**src/rtl/decode_stage_if.sv**
```systemverilog
// decode_stage_if
//   Bundles the fetch-side handshake, register-file read/write taps, flush and
//   the execute-side pipeline register outputs of the decode stage.
//   slave  : seen by decode_stage (fetch/regfile/wb/flush/out_ready in; rest out)
//   master : seen by the surrounding pipeline or a testbench
interface decode_stage_if #(
  parameter int DATA_WIDTH     = 32,
  parameter int REG_ADDR_WIDTH = 5
);
  logic                      in_valid;
  logic                      in_ready;
  logic [DATA_WIDTH-1:0]     in_instr;
  logic [DATA_WIDTH-1:0]     in_pc;
  logic [REG_ADDR_WIDTH-1:0] rs1;
  logic [REG_ADDR_WIDTH-1:0] rs2;
  logic [DATA_WIDTH-1:0]     rs1_value;
  logic [DATA_WIDTH-1:0]     rs2_value;
  logic                      wb_en;
  logic [REG_ADDR_WIDTH-1:0] wb_rd;
  logic [DATA_WIDTH-1:0]     wb_value;
  logic                      flush;
  logic                      out_valid;
  logic                      out_ready;
  logic [DATA_WIDTH-1:0]     out_pc;
  logic [DATA_WIDTH-1:0]     out_rs1_value;
  logic [DATA_WIDTH-1:0]     out_rs2_value;
  logic [DATA_WIDTH-1:0]     out_imm;
  logic [REG_ADDR_WIDTH-1:0] out_rs1;
  logic [REG_ADDR_WIDTH-1:0] out_rs2;
  logic [REG_ADDR_WIDTH-1:0] out_rd;
  logic [6:0]                out_opcode;
  logic [2:0]                out_funct3;
  logic                      out_funct7_5;
  logic                      out_reg_write;
  logic                      out_illegal;

  modport slave (
    input  in_valid, in_instr, in_pc, rs1_value, rs2_value,
           wb_en, wb_rd, wb_value, flush, out_ready,
    output in_ready, rs1, rs2, out_valid, out_pc, out_rs1_value, out_rs2_value,
           out_imm, out_rs1, out_rs2, out_rd, out_opcode, out_funct3,
           out_funct7_5, out_reg_write, out_illegal
  );

  modport master (
    output in_valid, in_instr, in_pc, rs1_value, rs2_value,
           wb_en, wb_rd, wb_value, flush, out_ready,
    input  in_ready, rs1, rs2, out_valid, out_pc, out_rs1_value, out_rs2_value,
           out_imm, out_rs1, out_rs2, out_rd, out_opcode, out_funct3,
           out_funct7_5, out_reg_write, out_illegal
  );
endinterface

```
**src/rtl/decode_stage.sv**
```systemverilog
// decode_stage
//   RV32I decode pipeline stage. Drives register-file read addresses straight
//   from the incoming instruction, selects operands (with same-edge writeback
//   bypass), decodes the immediate and control bits, and holds the result in
//   a one-entry output register for execute.
//   clk   : rising-edge clock
//   rst_n : asynchronous active-low reset, clears every output register
//   bus   : decode_stage_if.slave (fetch handshake, regfile taps, flush,
//           execute handshake and decoded outputs)
//
//   state (implicit in out_valid) | meaning
//   EMPTY (0)                     | no instruction held, ready for capture
//   FULL  (1)                     | instruction held for execute
module decode_stage #(
  parameter int DATA_WIDTH     = 32,
  parameter int REG_ADDR_WIDTH = 5
) (
  input  logic           clk,
  input  logic           rst_n,
  decode_stage_if.slave  bus
);
  localparam logic [6:0] OPC_LOAD   = 7'b0000011;
  localparam logic [6:0] OPC_OP_IMM = 7'b0010011;
  localparam logic [6:0] OPC_JALR   = 7'b1100111;
  localparam logic [6:0] OPC_STORE  = 7'b0100011;
  localparam logic [6:0] OPC_BRANCH = 7'b1100011;
  localparam logic [6:0] OPC_LUI    = 7'b0110111;
  localparam logic [6:0] OPC_AUIPC  = 7'b0010111;
  localparam logic [6:0] OPC_JAL    = 7'b1101111;
  localparam logic [6:0] OPC_OP     = 7'b0110011;

  logic [DATA_WIDTH-1:0]     instr;
  logic [6:0]                opcode;
  logic [REG_ADDR_WIDTH-1:0] rs1_a, rs2_a, rd_a;
  logic [DATA_WIDTH-1:0]     op1, op2, imm;
  logic                      legal, no_rd;
  logic                      capture;

  logic                      valid_q;
  logic [DATA_WIDTH-1:0]     pc_q, rs1_value_q, rs2_value_q, imm_q;
  logic [REG_ADDR_WIDTH-1:0] rs1_q, rs2_q, rd_q;
  logic [6:0]                opcode_q;
  logic [2:0]                funct3_q;
  logic                      funct7_5_q, reg_write_q, illegal_q;

  assign instr  = bus.in_instr;
  assign opcode = instr[6:0];
  assign rs1_a  = instr[19:15];
  assign rs2_a  = instr[24:20];
  assign rd_a   = instr[11:7];

  assign bus.rs1 = rs1_a;
  assign bus.rs2 = rs2_a;

  assign bus.in_ready = !bus.flush && (!valid_q || bus.out_ready);
  assign capture      = bus.in_valid && bus.in_ready;

  // The regfile write landing on the capture edge is not yet visible on
  // rsN_value, so forward it here. x0 always reads as zero.
  always_comb begin
    op1 = bus.rs1_value;
    op2 = bus.rs2_value;
    if (bus.wb_en && (bus.wb_rd == rs1_a)) op1 = bus.wb_value;
    if (bus.wb_en && (bus.wb_rd == rs2_a)) op2 = bus.wb_value;
    if (rs1_a == '0) op1 = '0;
    if (rs2_a == '0) op2 = '0;
  end

  always_comb begin
    imm   = '0;
    legal = 1'b1;
    no_rd = 1'b0;
    case (opcode)
      OPC_LOAD, OPC_OP_IMM, OPC_JALR: imm = {{20{instr[31]}}, instr[31:20]};
      OPC_STORE: begin
        imm   = {{20{instr[31]}}, instr[31:25], instr[11:7]};
        no_rd = 1'b1;
      end
      OPC_BRANCH: begin
        imm   = {{19{instr[31]}}, instr[31], instr[7], instr[30:25], instr[11:8], 1'b0};
        no_rd = 1'b1;
      end
      OPC_LUI, OPC_AUIPC: imm = {instr[31:12], 12'b0};
      OPC_JAL:   imm = {{11{instr[31]}}, instr[31], instr[19:12], instr[20], instr[30:21], 1'b0};
      OPC_OP:    imm = '0;
      default:   legal = 1'b0;
    endcase
  end

  always_ff @(posedge clk or negedge rst_n) begin
    if (!rst_n) begin
      valid_q     <= 1'b0;
      pc_q        <= '0;
      rs1_value_q <= '0;
      rs2_value_q <= '0;
      imm_q       <= '0;
      rs1_q       <= '0;
      rs2_q       <= '0;
      rd_q        <= '0;
      opcode_q    <= '0;
      funct3_q    <= '0;
      funct7_5_q  <= 1'b0;
      reg_write_q <= 1'b0;
      illegal_q   <= 1'b0;
    end else if (bus.flush) begin
      valid_q <= 1'b0;
    end else if (capture) begin
      valid_q     <= 1'b1;
      pc_q        <= bus.in_pc;
      rs1_value_q <= op1;
      rs2_value_q <= op2;
      imm_q       <= imm;
      rs1_q       <= rs1_a;
      rs2_q       <= rs2_a;
      rd_q        <= rd_a;
      opcode_q    <= opcode;
      funct3_q    <= instr[14:12];
      funct7_5_q  <= instr[30];
      reg_write_q <= legal && !no_rd && (rd_a != '0);
      illegal_q   <= !legal;
    end else if (bus.out_ready) begin
      valid_q <= 1'b0;
    end else if (valid_q) begin
      // Stalled: keep held operands coherent with writes retiring behind us.
      if (bus.wb_en && (bus.wb_rd != '0) && (bus.wb_rd == rs1_q)) rs1_value_q <= bus.wb_value;
      if (bus.wb_en && (bus.wb_rd != '0) && (bus.wb_rd == rs2_q)) rs2_value_q <= bus.wb_value;
    end
  end

  assign bus.out_valid     = valid_q;
  assign bus.out_pc        = pc_q;
  assign bus.out_rs1_value = rs1_value_q;
  assign bus.out_rs2_value = rs2_value_q;
  assign bus.out_imm       = imm_q;
  assign bus.out_rs1       = rs1_q;
  assign bus.out_rs2       = rs2_q;
  assign bus.out_rd        = rd_q;
  assign bus.out_opcode    = opcode_q;
  assign bus.out_funct3    = funct3_q;
  assign bus.out_funct7_5  = funct7_5_q;
  assign bus.out_reg_write = reg_write_q;
  assign bus.out_illegal   = illegal_q;
endmodule

```
**src/flat_wrapper.sv**
```systemverilog
// flat-port wrapper written by rule: the top's interface ports become plain ports
module decode_stage_flat 
#(
  parameter int DATA_WIDTH     = 32,
  parameter int REG_ADDR_WIDTH = 5
)
  (clk, rst_n, bus_in_valid, bus_in_instr, bus_in_pc, bus_rs1_value, bus_rs2_value, bus_wb_en, bus_wb_rd, bus_wb_value, bus_flush, bus_out_ready, bus_in_ready, bus_rs1, bus_rs2, bus_out_valid, bus_out_pc, bus_out_rs1_value, bus_out_rs2_value, bus_out_imm, bus_out_rs1, bus_out_rs2, bus_out_rd, bus_out_opcode, bus_out_funct3, bus_out_funct7_5, bus_out_reg_write, bus_out_illegal);
  decode_stage_if #(.DATA_WIDTH(DATA_WIDTH), .REG_ADDR_WIDTH(REG_ADDR_WIDTH)) bus_i ();
  input  logic clk;
  input  logic rst_n;
  input wire logic [$bits(bus_i.in_valid)-1:0] bus_in_valid;
  input wire logic [$bits(bus_i.in_instr)-1:0] bus_in_instr;
  input wire logic [$bits(bus_i.in_pc)-1:0] bus_in_pc;
  input wire logic [$bits(bus_i.rs1_value)-1:0] bus_rs1_value;
  input wire logic [$bits(bus_i.rs2_value)-1:0] bus_rs2_value;
  input wire logic [$bits(bus_i.wb_en)-1:0] bus_wb_en;
  input wire logic [$bits(bus_i.wb_rd)-1:0] bus_wb_rd;
  input wire logic [$bits(bus_i.wb_value)-1:0] bus_wb_value;
  input wire logic [$bits(bus_i.flush)-1:0] bus_flush;
  input wire logic [$bits(bus_i.out_ready)-1:0] bus_out_ready;
  output wire logic [$bits(bus_i.in_ready)-1:0] bus_in_ready;
  output wire logic [$bits(bus_i.rs1)-1:0] bus_rs1;
  output wire logic [$bits(bus_i.rs2)-1:0] bus_rs2;
  output wire logic [$bits(bus_i.out_valid)-1:0] bus_out_valid;
  output wire logic [$bits(bus_i.out_pc)-1:0] bus_out_pc;
  output wire logic [$bits(bus_i.out_rs1_value)-1:0] bus_out_rs1_value;
  output wire logic [$bits(bus_i.out_rs2_value)-1:0] bus_out_rs2_value;
  output wire logic [$bits(bus_i.out_imm)-1:0] bus_out_imm;
  output wire logic [$bits(bus_i.out_rs1)-1:0] bus_out_rs1;
  output wire logic [$bits(bus_i.out_rs2)-1:0] bus_out_rs2;
  output wire logic [$bits(bus_i.out_rd)-1:0] bus_out_rd;
  output wire logic [$bits(bus_i.out_opcode)-1:0] bus_out_opcode;
  output wire logic [$bits(bus_i.out_funct3)-1:0] bus_out_funct3;
  output wire logic [$bits(bus_i.out_funct7_5)-1:0] bus_out_funct7_5;
  output wire logic [$bits(bus_i.out_reg_write)-1:0] bus_out_reg_write;
  output wire logic [$bits(bus_i.out_illegal)-1:0] bus_out_illegal;
  assign bus_i.in_valid = bus_in_valid;
  assign bus_i.in_instr = bus_in_instr;
  assign bus_i.in_pc = bus_in_pc;
  assign bus_i.rs1_value = bus_rs1_value;
  assign bus_i.rs2_value = bus_rs2_value;
  assign bus_i.wb_en = bus_wb_en;
  assign bus_i.wb_rd = bus_wb_rd;
  assign bus_i.wb_value = bus_wb_value;
  assign bus_i.flush = bus_flush;
  assign bus_i.out_ready = bus_out_ready;
  assign bus_in_ready = bus_i.in_ready;
  assign bus_rs1 = bus_i.rs1;
  assign bus_rs2 = bus_i.rs2;
  assign bus_out_valid = bus_i.out_valid;
  assign bus_out_pc = bus_i.out_pc;
  assign bus_out_rs1_value = bus_i.out_rs1_value;
  assign bus_out_rs2_value = bus_i.out_rs2_value;
  assign bus_out_imm = bus_i.out_imm;
  assign bus_out_rs1 = bus_i.out_rs1;
  assign bus_out_rs2 = bus_i.out_rs2;
  assign bus_out_rd = bus_i.out_rd;
  assign bus_out_opcode = bus_i.out_opcode;
  assign bus_out_funct3 = bus_i.out_funct3;
  assign bus_out_funct7_5 = bus_i.out_funct7_5;
  assign bus_out_reg_write = bus_i.out_reg_write;
  assign bus_out_illegal = bus_i.out_illegal;
  decode_stage #(.DATA_WIDTH(DATA_WIDTH), .REG_ADDR_WIDTH(REG_ADDR_WIDTH)) u_core (.clk(clk), .rst_n(rst_n), .bus(bus_i));
endmodule
```
**config.mk**
```make
export PLATFORM = sky130hd
export DESIGN_NAME = decode_stage_flat
export DESIGN_NICKNAME = d
export VERILOG_FILES = /design/src/rtl/decode_stage_if.sv /design/src/rtl/decode_stage.sv /design/src/flat_wrapper.sv
export SDC_FILE = /design/constraint.sdc
export NUM_CORES = 1
export LEC_CHECK = 0
export BUFFER_PORTS_ARGS = -buffer_cell sky130_fd_sc_hd__buf_2
export CAP_MARGIN = 20
export CORE_AREA = 2 2 131 133
export CTS_BUF_LIST = sky130_fd_sc_hd__clkbuf_8
export DETAILED_ROUTE_END_ITERATION = 10
export DIE_AREA = 0 0 133 135
export PLACE_DENSITY_LB_ADDON = 0.05
export SYNTH_ARGS = -nofsm -noshare
export SYNTH_HDL_FRONTEND = slang
export SYNTH_SLANG_ARGS = --single-unit
```
**constraint.sdc**
```tcl
create_clock -name clk -period 4.7 [get_ports clk]
set_input_delay 0.235 -clock clk [delete_from_list [all_inputs] [get_ports clk]]
set_output_delay 0.235 -clock clk [all_outputs]
set_load 0.005 [all_outputs]
```
# Word-level counts from Yosys, hierarchy flattened
# Index checks and enable logic that the tools add are counted.
# classes
n_eq_ne,14
n_reduce_logical,29
n_bitwise,1
n_mux,18
# ops
operator,n
$mux 32,12
$pmux 32 s5,1
$eq 7x6->1 const B,3
$eq 7x7->1 const B,3
$eq 5x5->1,4
$eq 7x5->1 const B,2
$logic_not 5->1,2
$reduce_bool 5->1,2
$logic_and 1x1->1,9
$reduce_or 9->1,1
$reduce_and 4->1,2
$eq 7x2->1 const B,1
$reduce_bool 2->1,3
$mux 1,5
$logic_not 1->1,4
$reduce_or 2->1,2
$reduce_bool 3->1,1
$reduce_or 3->1,1
$ne 2x1->1 const B,1
$reduce_and 2->1,1
$logic_or 1x1->1,1
$not 1->1,1
# totals
output_inout_bits,168
register_bits,157
inputBits,171
word_cells,75

# Longest topological paths before layout
# Gate-level depths: netlist (run 1).
# logic_depth
depth_word,7
ltp_mapped,8
ltp_nobuf,5

# Least setup slack after synthesis (run 1)
# OpenSTA, ideal clock, no wires.
# synth_path
path_kind,input to register
start,input port bus_wb_rd[2]
end,"register u_core.rs2_value_q[25], in the netlist u_core.bus.out_rs2_value[25]"
required_ns,4.574
cell_stages,8
setup_time_ns,0.126
arrival_ns,1.745
path_slack_ns,2.829
path_buffers,3
path_cell_list,buf_2 > or4_1 > o21ai_2 > buf_6 > nor3_1 > o21a_4 > buf_6 > o32a_1
# synth_via
elab_chain_len,5
elab_cells_between_ends,11
cone_classes,eq/ne: 2; mux: 3; reduce/logical: 6
# synth_rtl
element,line_no,text
from (decl),flat_wrapper.sv:17,input wire logic [$bits(bus_i.wb_rd)-1:0] bus_wb_rd;
$eq 5x5->1 or $reduce_bool 5->1 (tied branches),"decode_stage.sv:64, decode_stage.sv:126",
"$logic_and 1x1->1, on equally long branches","decode_stage.sv:64, decode_stage.sv:126",
$mux 32 or $logic_and 1x1->1 (tied branches),"decode_stage.sv:64, decode_stage.sv:126",
$mux 32 or $reduce_bool 2->1 (tied branches),-,
$mux 32 or $reduce_and 4->1 (tied branches),-,
to (signal assigned),decode_stage.sv:111,rs2_value_q <= op2;
to (signal assigned),decode_stage.sv:126,if (bus.wb_en && (bus.wb_rd != '0) && (bus.wb_rd == rs2_q)) rs2_value_q <= bus.wb_value;
to (decl),decode_stage.sv:40,"logic [DATA_WIDTH-1:0] pc_q, rs1_value_q, rs2_value_q, imm_q;"
# Parallel ways exist; a longest one is shown, timed or not.
# A chain may end at the register's enable or synchronous reset.

# Worst setup path after layout (run 1)
# layout_path
start,input port bus_wb_rd[1]
end,"register u_core.rs1_value_q[7], in the netlist u_core.bus.out_rs1_value[7]"
# layout_via
elab_chain_len,5
elab_cells_between_ends,11
cone_classes,eq/ne: 2; mux: 3; reduce/logical: 6
# layout_rtl
element,line_no,text
$eq 5x5->1 or $reduce_bool 5->1 (tied branches),"decode_stage.sv:63, decode_stage.sv:125",
"$logic_and 1x1->1, on equally long branches","decode_stage.sv:63, decode_stage.sv:125",
$mux 32 or $logic_and 1x1->1 (tied branches),"decode_stage.sv:63, decode_stage.sv:125",
$mux 32 or $reduce_bool 2->1 (tied branches),-,
$mux 32 or $reduce_and 4->1 (tied branches),-,
to (signal assigned),decode_stage.sv:110,rs1_value_q <= op1;
to (signal assigned),decode_stage.sv:125,if (bus.wb_en && (bus.wb_rd != '0) && (bus.wb_rd == rs1_q)) rs1_value_q <= bus.wb_value;
to (decl),decode_stage.sv:40,
# Parallel ways exist; a longest one is shown, timed or not.

==> summary.md, run 1 <==
| Metric | Value |
|---|---|
| Final Non-Filler Cells | `1,480` |
| Cts bufs inserted | `17` |
| Initial Util | `50.53%` |
| CTS tree | `done` |
| Die area | `17,960 um^2` |
| Placed cell count | `1,405` |
| Reg2Reg Depth | `6` |
| Vias in the first global route | `8,229` |
| GPL Wtd Cong | `0.8204` |
| Input/output buffers | `338` |
| Post-layout minimum cycle time | `2331 ps` |
| Synth Flop Type | `dfrtp_1` |
| CP Launch Point | `bus_wb_rd[1]` |
| Die Height | `135 um` |
| Flops & latches, synth | `roughly 160` |
| Min setup slack post-route | `2369 ps` |
| Initial antenna violation count | `4` |
| DP HPWL | `18,590 um` |
| Worst vdd ir | `approximately 0.00019 V` |
| Worst rel slew slack | `21.76%` |
| Number of max-cap violations | `0` |
| Startpoint types | `primary input` |
| DRC violations left | `0` |
| Syn Nets | `between 1,000 and 1,500` |
| Drt total wl | `28,430 um` |
| R2r setup slk | `2490 ps` |
| Clock-pin slew on the worst setup and hold paths | `90 ps` |
| DRC marker count from the first detailed-route iteration | `641` |
| Via count | `8,588` |
| Post-synthesis cell count | `934` |
| Ys async rst share | `100.0%` |
| Core footprint | `16,410 um^2` |
| Post-synth EDFFs | `0` |
| Io pins | `about 340` |
| Fmax | `0.4290 GHz` |
| Layout cells sized above 1 | `31.85%` |
| Vias per inst | `5.803` |
| Synth area leaders | `dfrtp_1 (47%), and3_1 (9.9%), nand2_1 (9.4%)` |
| Multi-input logic area | `3895 um^2` |
| CTS Sinks | `157` |
| Final Core Density | `about 66%` |
| CP endpoint | `u_core.bus.out_rs1_value[7]` |
| Status | `finished clean` |
| Syn. warnings | `0` |
| Std-Cell Rows | `47` |
| GR Overflow Total | `0` |
| Setup WS pre-CTS | `1817 ps` |
| Sequential fraction of the synthesis area | `47.39%` |
| Die Wd | `133 um` |
| First-pass GRT wire length | `44,130 um` |
| Final Power | `3.471 mW` |
| Nets | `between 1,000 and 1,500` |
| Post-route ant nets | `0` |
| Clock buffer depth | `2` |
| CP endpoint kind | `flop` |
| Setup TNS | `0 ps` |
| Hold Worst Slack | `24.31 ps` |
| Cts repair resizes | `0` |
| Syn Std Cell Area | `8290 um^2` |
| P_leak | `5.610 nW` |
| Clock Skew | `10.15 ps` |
| Layout area overhead | `29.99%` |
| Final period util | `49.59%` |
| Final hold vios | `0` |
| RSZ-0062 raised after global routing | `no` |
| Post-DP Area | `9948 um^2` |
| Final Slew Violations | `0` |
| First-pass detailed-route iteration total | `5` |
| Critical path arrival | `~2700 ps` |
| Worst R2R End | `u_core.bus.out_rs1_value[6]` |
| Worst flop-to-flop path startpoint | `u_core.bus.out_valid` |
| Area occupied by registers | `around 3900 um^2` |
| Setup violators final | `0` |
| Gr usage total | `31.02%` |
| WP data required | `5090 ps` |
| Netlist cell types | `40` |
| Design area | `around 11,000 um^2` |
| Largest net degree at the start of global routing | `90` |
| Number of filler cells placed in the layout | `1,404` |
| Syn_area_per_cell | `just under 9 um^2` |
| PD cells | `322.1 nW/um^2` |
| Per-cell routed wire length | `19.21 um` |
| Clock Latency Late Sink | `~440 ps` |
| Worst Tran Pin Value | `1174 ps` |
| CTS Root Cell | `clkbuf_8` |
| H-tree depth | `4` |
| CP max FO | `38` |
| Yosys top cell area share | `47.39%` |
| Post-synth top area cell | `dfrtp_1` |
| Setup CP Type | `primary input to flop` |
| Hold crit path type | `primary input to flop` |
-- how the worst min path moves through the flow --
stage	start	end	slack [ps]	depth (start not counted)
6_report	bus_in_instr[8]	u_core.bus.out_rd[1]	20	3
3_5_place_dp	rst_n	u_core.bus.out_rs2_value[19]	370	1
2_1_floorplan	rst_n	u_core.bus.out_funct3[0]	-60	0
5_1_grt	bus_in_instr[8]	u_core.bus.out_rd[1]	7	3
3_3_place_gp	rst_n	u_core.bus.out_rs2_value[19]	370	1
4_1_cts	bus_in_instr[8]	u_core.bus.out_rd[1]	0.8	3
-- power breakdown --
group	internal (mW)	switching, mW	total, mW
registers	1.53	0.112	1.64
logic	0.367	0.460	0.827
clock network	0.460	0.545	1.01
total	2.35	1.12	3.47
-- critical path: stages --
cell,delay [ps]
buf_2,150
or4_1,580
o21ai_4,790
buf_4,460
nor4_1,100
o21ai_0,200
o32a_1,180
-- cell families (layout without fill, tap and decap cells) --
| kind of cell | count (synthesis) | after routing | share of synthesized area (%) |
|---|---|---|---|
| AO/OA/AOI/OAI | 194 | 194 | 16.62 |
| AND/OR/NAND/NOR | 456 | 456 | 27.48 |
| flip-flops | 157 | 157 | 47.39 |
| multiplexers | 1 | 1 | 0.1207 |
| other | 0 | 4 | 0 |
| buffers and inverters | 106 | 428 | 6.278 |
| XOR/XNOR | 20 | 20 | 2.113 |
-- per-layer routing --
metal / GRT usage, % / part of all wire [%]
met1: 40.18 / 41
met2: 49.71 / 48
met3: 7.808 / 8.1
met4: 13.50 / 3.1
met5: 0 / 0
-- area by class of cell --
cell class / instances / area share, %
antenna: 4 / 0.09288
multi-input combinational: 671 / 36.14
clock buffer: 19 / 2.427
tap: 220 / 2.554
clock inverter: 13 / 1.219
sequential: 157 / 36.46
inverter: 3 / 0.1045
timing repair buffer: 393 / 21.00
-- registers in the layout, indices dropped and copies added, names as in the netlist --
name and flops:
u_core.bus.out_funct7_5 1, u_core.bus.out_imm 32, u_core.bus.out_rd 5, u_core.bus.out_reg_write 1, u_core.bus.out_rs1_value 32, u_core.bus.out_illegal 1
u_core.bus.out_funct3 3, u_core.bus.out_rs2_value 32, u_core.bus.out_rs2 5, u_core.bus.out_opcode 7, u_core.bus.out_pc 32, u_core.bus.out_rs1 5
u_core.bus.out_valid 1
-- layout by cell type, fill, tap and decap left out, types with 2 or more instances in the layout --
cell	Yosys	layout
and3b_1	2	2
o32a_1	64	64
o21ai_1	7	7
dfrtp_1	157	157
o21ai_0	80	80
clkinvlp_4	0	2
nor4_1	66	66
buf_4	14	15
inv_6	0	4
nor3_1	5	5
a22o_1	3	3
nand2_1	208	208
a211oi_1	2	2
nor2_1	19	18
xor2_1	8	8
clkbuf_8	0	19
o21a_4	2	2
dlygate4sd3_1	0	37
nand2b_1	3	2
a221oi_1	4	4
buf_16	0	3
a21oi_4	0	2
and3_1	131	130
diode_2	0	4
nand3_1	14	13
inv_1	3	3
xnor2_1	12	12
clkinv_4	0	4
a21oi_1	23	21
nor2b_1	2	2
or4_1	2	2
buf_2	8	337
-- cells in the mapped netlist, types with 3 or more instances --
library cell,number
inv_1,3
nor3_1,5
dfrtp_1,157
buf_2,8
nand2_1,208
buf_4,14
clkbuf_1,73
a21oi_1,23
nand2b_1,3
nor4_1,66
a221oi_1,4
nor2_1,19
xor2_1,8
o21ai_1,7
buf_6,8
xnor2_1,12
a22o_1,3
o32a_1,64
o21ai_0,80
nand3_1,14
and3_1,131
-- what timing repair did --
item,4_1_cts,5_1_grt
endpoints found under the hold margin,123,0
hold buffers,37,0
setup buffers,0,0
No activity file was read; power rests on OpenSTA's default activity.
==> run 2: changes to the inputs <==
Settings changed: CORE_AREA 2 2 131 133 to default, CORE_UTILIZATION from default to 50, DIE_AREA 0 0 133 135 to default.
Clock period 4.7 ns to 2.4 ns, I/O delays scaled along.
==> summary.md, run 2 (synthesized netlist as in run 1, its figures left out) <==
| Metric | Value |
|---|---|
| Largest net degree at the start of global routing | `108 (was 90)` |
| Fmax | `0.4652 GHz` |
| Via count | `8,678 (was 8,588)` |
| WP data required | `2800 ps (was 5090 ps)` |
| Nets | `1,448 (was 1,414)` |
| CTS tree | `done (unchanged)` |
| Worst rel slew slack | `29.80% (was 21.76%)` |
| Layout cells sized above 1 | `31.65% (was 31.85%)` |
| Multi-input logic area | `3900 um^2 (was 3895 um^2)` |
| Hold crit path type | `primary input to flop (unchanged)` |
| Hold Worst Slack | `28.13 ps (was 24.31 ps)` |
| R2r setup slk | `250 ps (was 2490 ps)` |
| Number of max-cap violations | `0 (unchanged)` |
| Worst flop-to-flop path startpoint | `u_core.bus.out_valid (unchanged)` |
| CTS Root Cell | `clkbuf_8 (unchanged)` |
| Core footprint | `16,060 um^2 (was 16,410 um^2)` |
| CP max FO | `67 (was 38)` |
| P_leak | `5.738 nW (was 5.610 nW)` |
| Initial antenna violation count | `6 (was 4)` |
| Clock buffer depth | `2 (unchanged)` |
| Worst Tran Pin Value | `1053 ps (was 1174 ps)` |
| RSZ-0062 raised after global routing | `no (unchanged)` |
| Worst Hold Path EP | `u_core.bus.out_rs1_value[8] (was u_core.bus.out_rd[1])` |
| First-pass GRT wire length | `43,980 um (was 44,130 um)` |
| Cts bufs inserted | `17 (unchanged)` |
| Commonest cells after routing, fill and taps aside | `buf_2 (337), nand2_1 (208), dfrtp_1 (157) (unchanged)` |
| Final Slew Violations | `0 (unchanged)` |
| Post-CTS setup buffers | `0 (unchanged)` |
| CP endpoint kind | `flop (unchanged)` |
| Layout area overhead | `33.32% (was 29.99%)` |
| Status | `finished clean (unchanged)` |
| Worst vdd ir | `0.0003307 V (was 0.0001906 V)` |
| Clock Skew | `11.59 ps (was 10.15 ps)` |
| H-tree depth | `4 (unchanged)` |
| Input/output buffers | `338 (unchanged)` |
| Placed cell count | `1,411 (was 1,405)` |
| Post-route ant nets | `0 (unchanged)` |
| Clock-pin slew on the worst setup and hold paths | `90 ps (about the same)` |
| Final period util | `89.56%` |
| Post-layout minimum cycle time | `approximately 2100 ps` |
| Reg2Reg Depth | `6 (unchanged)` |
| PD cells | `615.7 nW/um^2 (was 322.1 nW/um^2)` |
| GPL Wtd Cong | `0.8824 (was 0.8204)` |
| Die Wd | `130.8 um (was 133 um)` |
| Drt total wl | `28,740 um (was 28,430 um)` |
| Commonest non-fill, non-tap cell in the layout | `buf_2 (unchanged)` |
| Hold-fix buffers, CTS | `63 (was 37)` |
| Critical path arrival | `2550 ps (was 2720 ps)` |
| Setup TNS | `0 ps (unchanged)` |
| Number of filler cells placed in the layout | `1,332 (was 1,404)` |
| Gr usage total | `33.61% (was 31.02%)` |
| DP HPWL | `18,420 um (was 18,590 um)` |
| Hold path depth | `3 (unchanged)` |
| Area occupied by registers | `3929 um^2 (unchanged)` |
| Final hold vios | `0 (unchanged)` |
| Die Height | `130.8 um (was 135 um)` |
| Io pins | `339 (unchanged)` |
| Vias per inst | `5.751 (was 5.803)` |
| Final Non-Filler Cells | `1,509 (was 1,480)` |
| CTS Sinks | `157 (unchanged)` |
| Cts repair resizes | `0 (unchanged)` |
| First-pass detailed-route iteration total | `5 (unchanged)` |
| Final Power | `6.806 mW (was 3.471 mW)` |
| Vias in the first global route | `8,383 (was 8,229)` |
| Per-cell routed wire length | `19.04 um (was 19.21 um)` |
| DRC marker count from the first detailed-route iteration | `664 (was 641)` |
| DRC violations left | `0 (unchanged)` |
| Setup CP Type | `flop to flop (was primary input to flop)` |
| Setup violators final | `0 (unchanged)` |
| Worst R2R End | `u_core.bus.out_pc[21] (was u_core.bus.out_rs1_value[6])` |
| Final Core Density | `68.83% (was 65.68%)` |
| Die area | `17,100 um^2 (was 17,960 um^2)` |
| GR Overflow Total | `0 (unchanged)` |
| Hold Startpoint | `bus_rs1_value[8] (was bus_in_instr[8])` |
| Startpoint types | `flop (was primary input)` |
| Std-Cell Rows | `46 (was 47)` |
| Initial Util | `51.63% (was 50.53%)` |
| Clock Latency Late Sink | `460 ps (was 440 ps)` |
run 2: changes by cell type in the layout (fill, tap and decap cells not counted), sizes merged:
cell	change
buf	+8
clkinv	-1
inv	+1
clkbuf	-2
clkinvlp	+1
dlygate4sd3	+26
run 2: critical path, cell delays in order, from the launching register on:
cell,delay (ps)
dfrtp_1,400
nand2b_2,100
buf_4,520
and3_2,380
buf_4,420
nand2_1,160
nand2_1,100
run 2: stage by stage:
step,setup WS [ps],instance area [um^2]
6_report,250.6,11050
2_1_floorplan,592.6,8290
4_1_cts,330.8,11040
3_3_place_gp,377.6,10040
5_1_grt,142.9,11050
3_5_place_dp,340.3,10040
run 2: layout make-up:
class / count / share of cell area, %
flip-flops and latches: 157 / 35.54
diodes: 4 / 0.09056
well taps: 216 / 2.445
inverters: 3 / 0.1019
clock buffers: 17 / 2.117
repair buffers: 427 / 23.17
clock inverters: 14 / 1.245
multi-input cells: 671 / 35.28
run 2: power breakdown:
part           internal (mW)  leakage (nW)  total, mW  switching (mW)
clock network          0.839         0.183       1.94            1.10
registers               2.99          1.95       3.20           0.209
logic                  0.756          3.60       1.67           0.913
total                   4.58          5.74       6.81            2.22
run 2: worst max-delay path by stage:
stage	startpoint	to	slack (ps)	cells past startpoint
after floorplan	u_core.bus.out_valid	u_core.bus.out_rs2_value[14]	590	7
after global placement	u_core.bus.out_valid	u_core.bus.out_imm[1]	380	6
after detailed placement	u_core.bus.out_valid	u_core.bus.out_pc[0]	340	6
after CTS	u_core.bus.out_valid	u_core.bus.out_rs2_value[0]	330	6
after global routing	u_core.bus.out_valid	u_core.bus.out_imm[3]	140	6
final	u_core.bus.out_valid	u_core.bus.out_pc[21]	250	6
run 2: routing by layer:
layer	wire length (um)	global-route usage (%)
met1	11450	41.98
met2	13840	54.62
met3	2445	8.510
met4	986	16.02
met5	12	0
==> run 3: changes to the inputs <==
Settings changed: CORE_UTILIZATION 50 to 30.
==> summary.md, run 3 (synthesized netlist as in run 1, its figures left out) <==
| Metric | Value |
|---|---|
| P_leak | `5.795 nW (was 5.738 nW)` |
| Reg power frac | `45.6% (was 47.0%)` |
| Hold Startpoint | `bus_rs1_value[27] (was bus_rs1_value[8])` |
| Io pins | `339 (unchanged)` |
| Setup CP Type | `flop to flop (unchanged)` |
| Reg2Reg Depth | `6 (unchanged)` |
| GR Overflow Total | `0 (unchanged)` |
| Status | `finished clean (unchanged)` |
| Layout area overhead | `36.55% (was 33.32%)` |
| Nets | `1,451 (was 1,448)` |
| Vias per inst | `5.149 (was 5.751)` |
| RSZ-0062 raised after global routing | `no (unchanged)` |
| GPL Wtd Cong | `0.7947 (was 0.8824)` |
| Worst Hold Path EP | `u_core.bus.out_rs1_value[27] (was u_core.bus.out_rs1_value[8])` |
| R2r setup slk | `350 ps (was 250 ps)` |
| Clock-pin slew on the worst setup and hold paths | `110 ps (was 90 ps)` |
| Die Wd | `168.2 um (was 130.8 um)` |
| Worst rel slew slack | `43.65% (was 29.80%)` |
| Hold Worst Slack | `27.78 ps (was 28.13 ps)` |
| Final hold vios | `0 (unchanged)` |
| Setup TNS | `0 ps (unchanged)` |
| Final period util | `85.38% (was 89.56%)` |
| Vias in the first global route | `8,617 (was 8,383)` |
| Worst path slowest cell | `a21oi_4 (was buf_4)` |
| H-tree depth | `4 (unchanged)` |
| DRC violations left | `0 (unchanged)` |
| Commonest non-fill, non-tap cell in the layout | `buf_2 (unchanged)` |
| CTS tree | `done (unchanged)` |
| CTS Sinks | `157 (unchanged)` |
| Switching Power | `2.417 mW (was 2.221 mW)` |
| Largest net degree at the start of global routing | `102 (was 108)` |
| Setup WS pre-CTS | `355.9 ps (was 340.3 ps)` |
| Clock buffer depth | `2 (unchanged)` |
| Die Height | `168.2 um (was 130.8 um)` |
| Clock Latency Late Sink | `470 ps (was 460 ps)` |
| Min setup slack post-route | `350.9 ps (was 250.6 ps)` |
| First-pass detailed-route iteration total | `5 (unchanged)` |
| Hold crit path type | `primary input to flop (unchanged)` |
| DP HPWL | `21,200 um (was 18,420 um)` |
| Comb pwr share | `24.3% (was 24.5%)` |
| Startpoint types | `flop (unchanged)` |
| WP data required | `2790 ps (was 2800 ps)` |
| Drt total wl | `32,000 um (was 28,740 um)` |
| CP cell instances | `nand2b_2 -> nand3_4 -> a21oi_4 -> buf_12 -> and3_1 -> o32a_1 (was nand2b_2 -> buf_4 -> and3_2 -> buf_4 -> nand2_1 -> nand2_1)` |
| Input/output buffers | `338 (unchanged)` |
| Worst vdd ir | `0.0002750 V (was 0.0003307 V)` |
| Critical path arrival | `2440 ps (was 2550 ps)` |
| Worst flop-to-flop path startpoint | `u_core.bus.out_valid (unchanged)` |
| Clock Power Share | `30.0% (was 28.5%)` |
| Number of max-cap violations | `0 (unchanged)` |
| CP endpoint kind | `flop (unchanged)` |
| Hold path depth | `3 (unchanged)` |
| Worst R2R End | `u_core.bus.out_rs2_value[12] (was u_core.bus.out_pc[21])` |
| Pint | `4.589 mW (was 4.585 mW)` |
| Final Slew Violations | `0 (unchanged)` |
| CTS Root Cell | `clkbuf_8 (unchanged)` |
| Final Core Density | `41.89% (was 68.83%)` |
| DRC marker count from the first detailed-route iteration | `465 (was 664)` |
| Clock Skew | `27.48 ps (was 11.59 ps)` |
| Std-Cell Rows | `60 (was 46)` |
| Die area | `28,300 um^2 (was 17,100 um^2)` |
| Via count | `8,424 (was 8,678)` |
| Net Sw Frac | `34.49% (was 32.64%)` |
| Post-layout minimum cycle time | `2049 ps (was 2149 ps)` |
| Worst Tran Pin Value | `843.4 ps (was 1053 ps)` |
| Gr usage total | `22.66% (was 33.61%)` |
| Initial Util | `30.68% (was 51.63%)` |
| Initial antenna violation count | `4 (was 6)` |
| Hold-fix buffers, CTS | `62 (was 63)` |
| PD cells | `618.9 nW/um^2 (was 615.7 nW/um^2)` |
| Post-DP Area | `10,280 um^2 (was 10,040 um^2)` |
| Cts repair resizes | `0 (unchanged)` |
| Fmax | `0.4880 GHz (was 0.4652 GHz)` |
| CP max FO | `33 (was 67)` |
| Layout cells sized above 1 | `32.02% (was 31.65%)` |
| Setup violators final | `0 (unchanged)` |
| Cts bufs inserted | `17 (unchanged)` |
| Worst path max stage delay | `690 ps (was 520 ps)` |
| Post-CTS setup buffers | `0 (unchanged)` |
| Commonest cells after routing, fill and taps aside | `buf_2 (337), nand2_1 (208), dfrtp_1 (157) (unchanged)` |
| Per-cell routed wire length | `19.56 um (was 19.04 um)` |
| First-pass GRT wire length | `50,090 um (was 43,980 um)` |
| Number of filler cells placed in the layout | `2,800 (was 1,332)` |
| Post-route ant nets | `0 (unchanged)` |
| Core footprint | `27,030 um^2 (was 16,060 um^2)` |
| Design area | `11,320 um^2 (was 11,050 um^2)` |
[run 3: cell types whose count changed in the layout (fill, tap and decap cells not counted), sizes merged, moves of 2 or more]
cell,delta
buf,+4
clkinvlp,-3
clkinv,+2
diode,-2
inv,+2
[run 3: stage by stage]
stage	cells	total power, mW
after floorplan	934	3.985
after global placement	1540	4.883
after global routing	1635	7.434
after CTS	1634	7.122
final	1636	7.006
after detailed placement	1540	4.900
[run 3: final cells by class]
cell class	count	area, um^2	share of cell area, %
flip-flops and latches	157	3929	34.70
diodes	2	5.005	0.04421
inverters	3	11.26	0.09947
clock inverters	14	165.2	1.459
well taps	341	426.7	3.769
repair buffers	430	2631	23.24
clock buffers	18	247.7	2.188
multi-input cells	671	3905	34.49
[run 3: layer usage]
layer / global-route usage [%] / part of all wire (%) / vias to the layer above
met4: 5.375 / 1.5 / 4
met3: 6.112 / 7.1 / 29
met5: 0 / 0.072 / -
met1: 30.48 / 46 / 4029
li1: - / - / 4070
met2: 36.10 / 46 / 292
[run 3: worst max-delay path: cells and delay by family (launching register included)]
kind                   cells  cell delay (ps)
buffers and inverters      1              260
AO/OA/AOI/OAI              2              840
AND/OR/NAND/NOR            3              450
flip-flops                 1              410
[run 3: power groups by stage]
stage	registers, mW	logic [mW]	clock network, mW
6_report	3.20	1.70	2.11
5_1_grt	3.25	1.89	2.30
4_1_cts	3.20	1.73	2.19
3_5_place_dp	3.24	1.66	0
3_3_place_gp	3.24	1.64	0
2_1_floorplan	3.26	0.724	0
[run 3: how the worst max path moves through the flow]
| stage | startpoint | end | slack (ps) | depth (start not counted) |
|---|---|---|---|---|
| final | u_core.bus.out_valid | u_core.bus.out_rs2_value[12] | 350 | 6 |
| after global routing | u_core.bus.out_valid | u_core.bus.out_rs2_value[16] | 190 | 5 |
| after CTS | u_core.bus.out_valid | u_core.bus.out_rs2_value[19] | 320 | 5 |
| after detailed placement | u_core.bus.out_valid | u_core.bus.out_rs2_value[20] | 360 | 5 |
| after global placement | u_core.bus.out_valid | u_core.bus.out_rs2_value[8] | 410 | 6 |
| after floorplan | u_core.bus.out_valid | u_core.bus.out_rs2_value[14] | 590 | 7 |
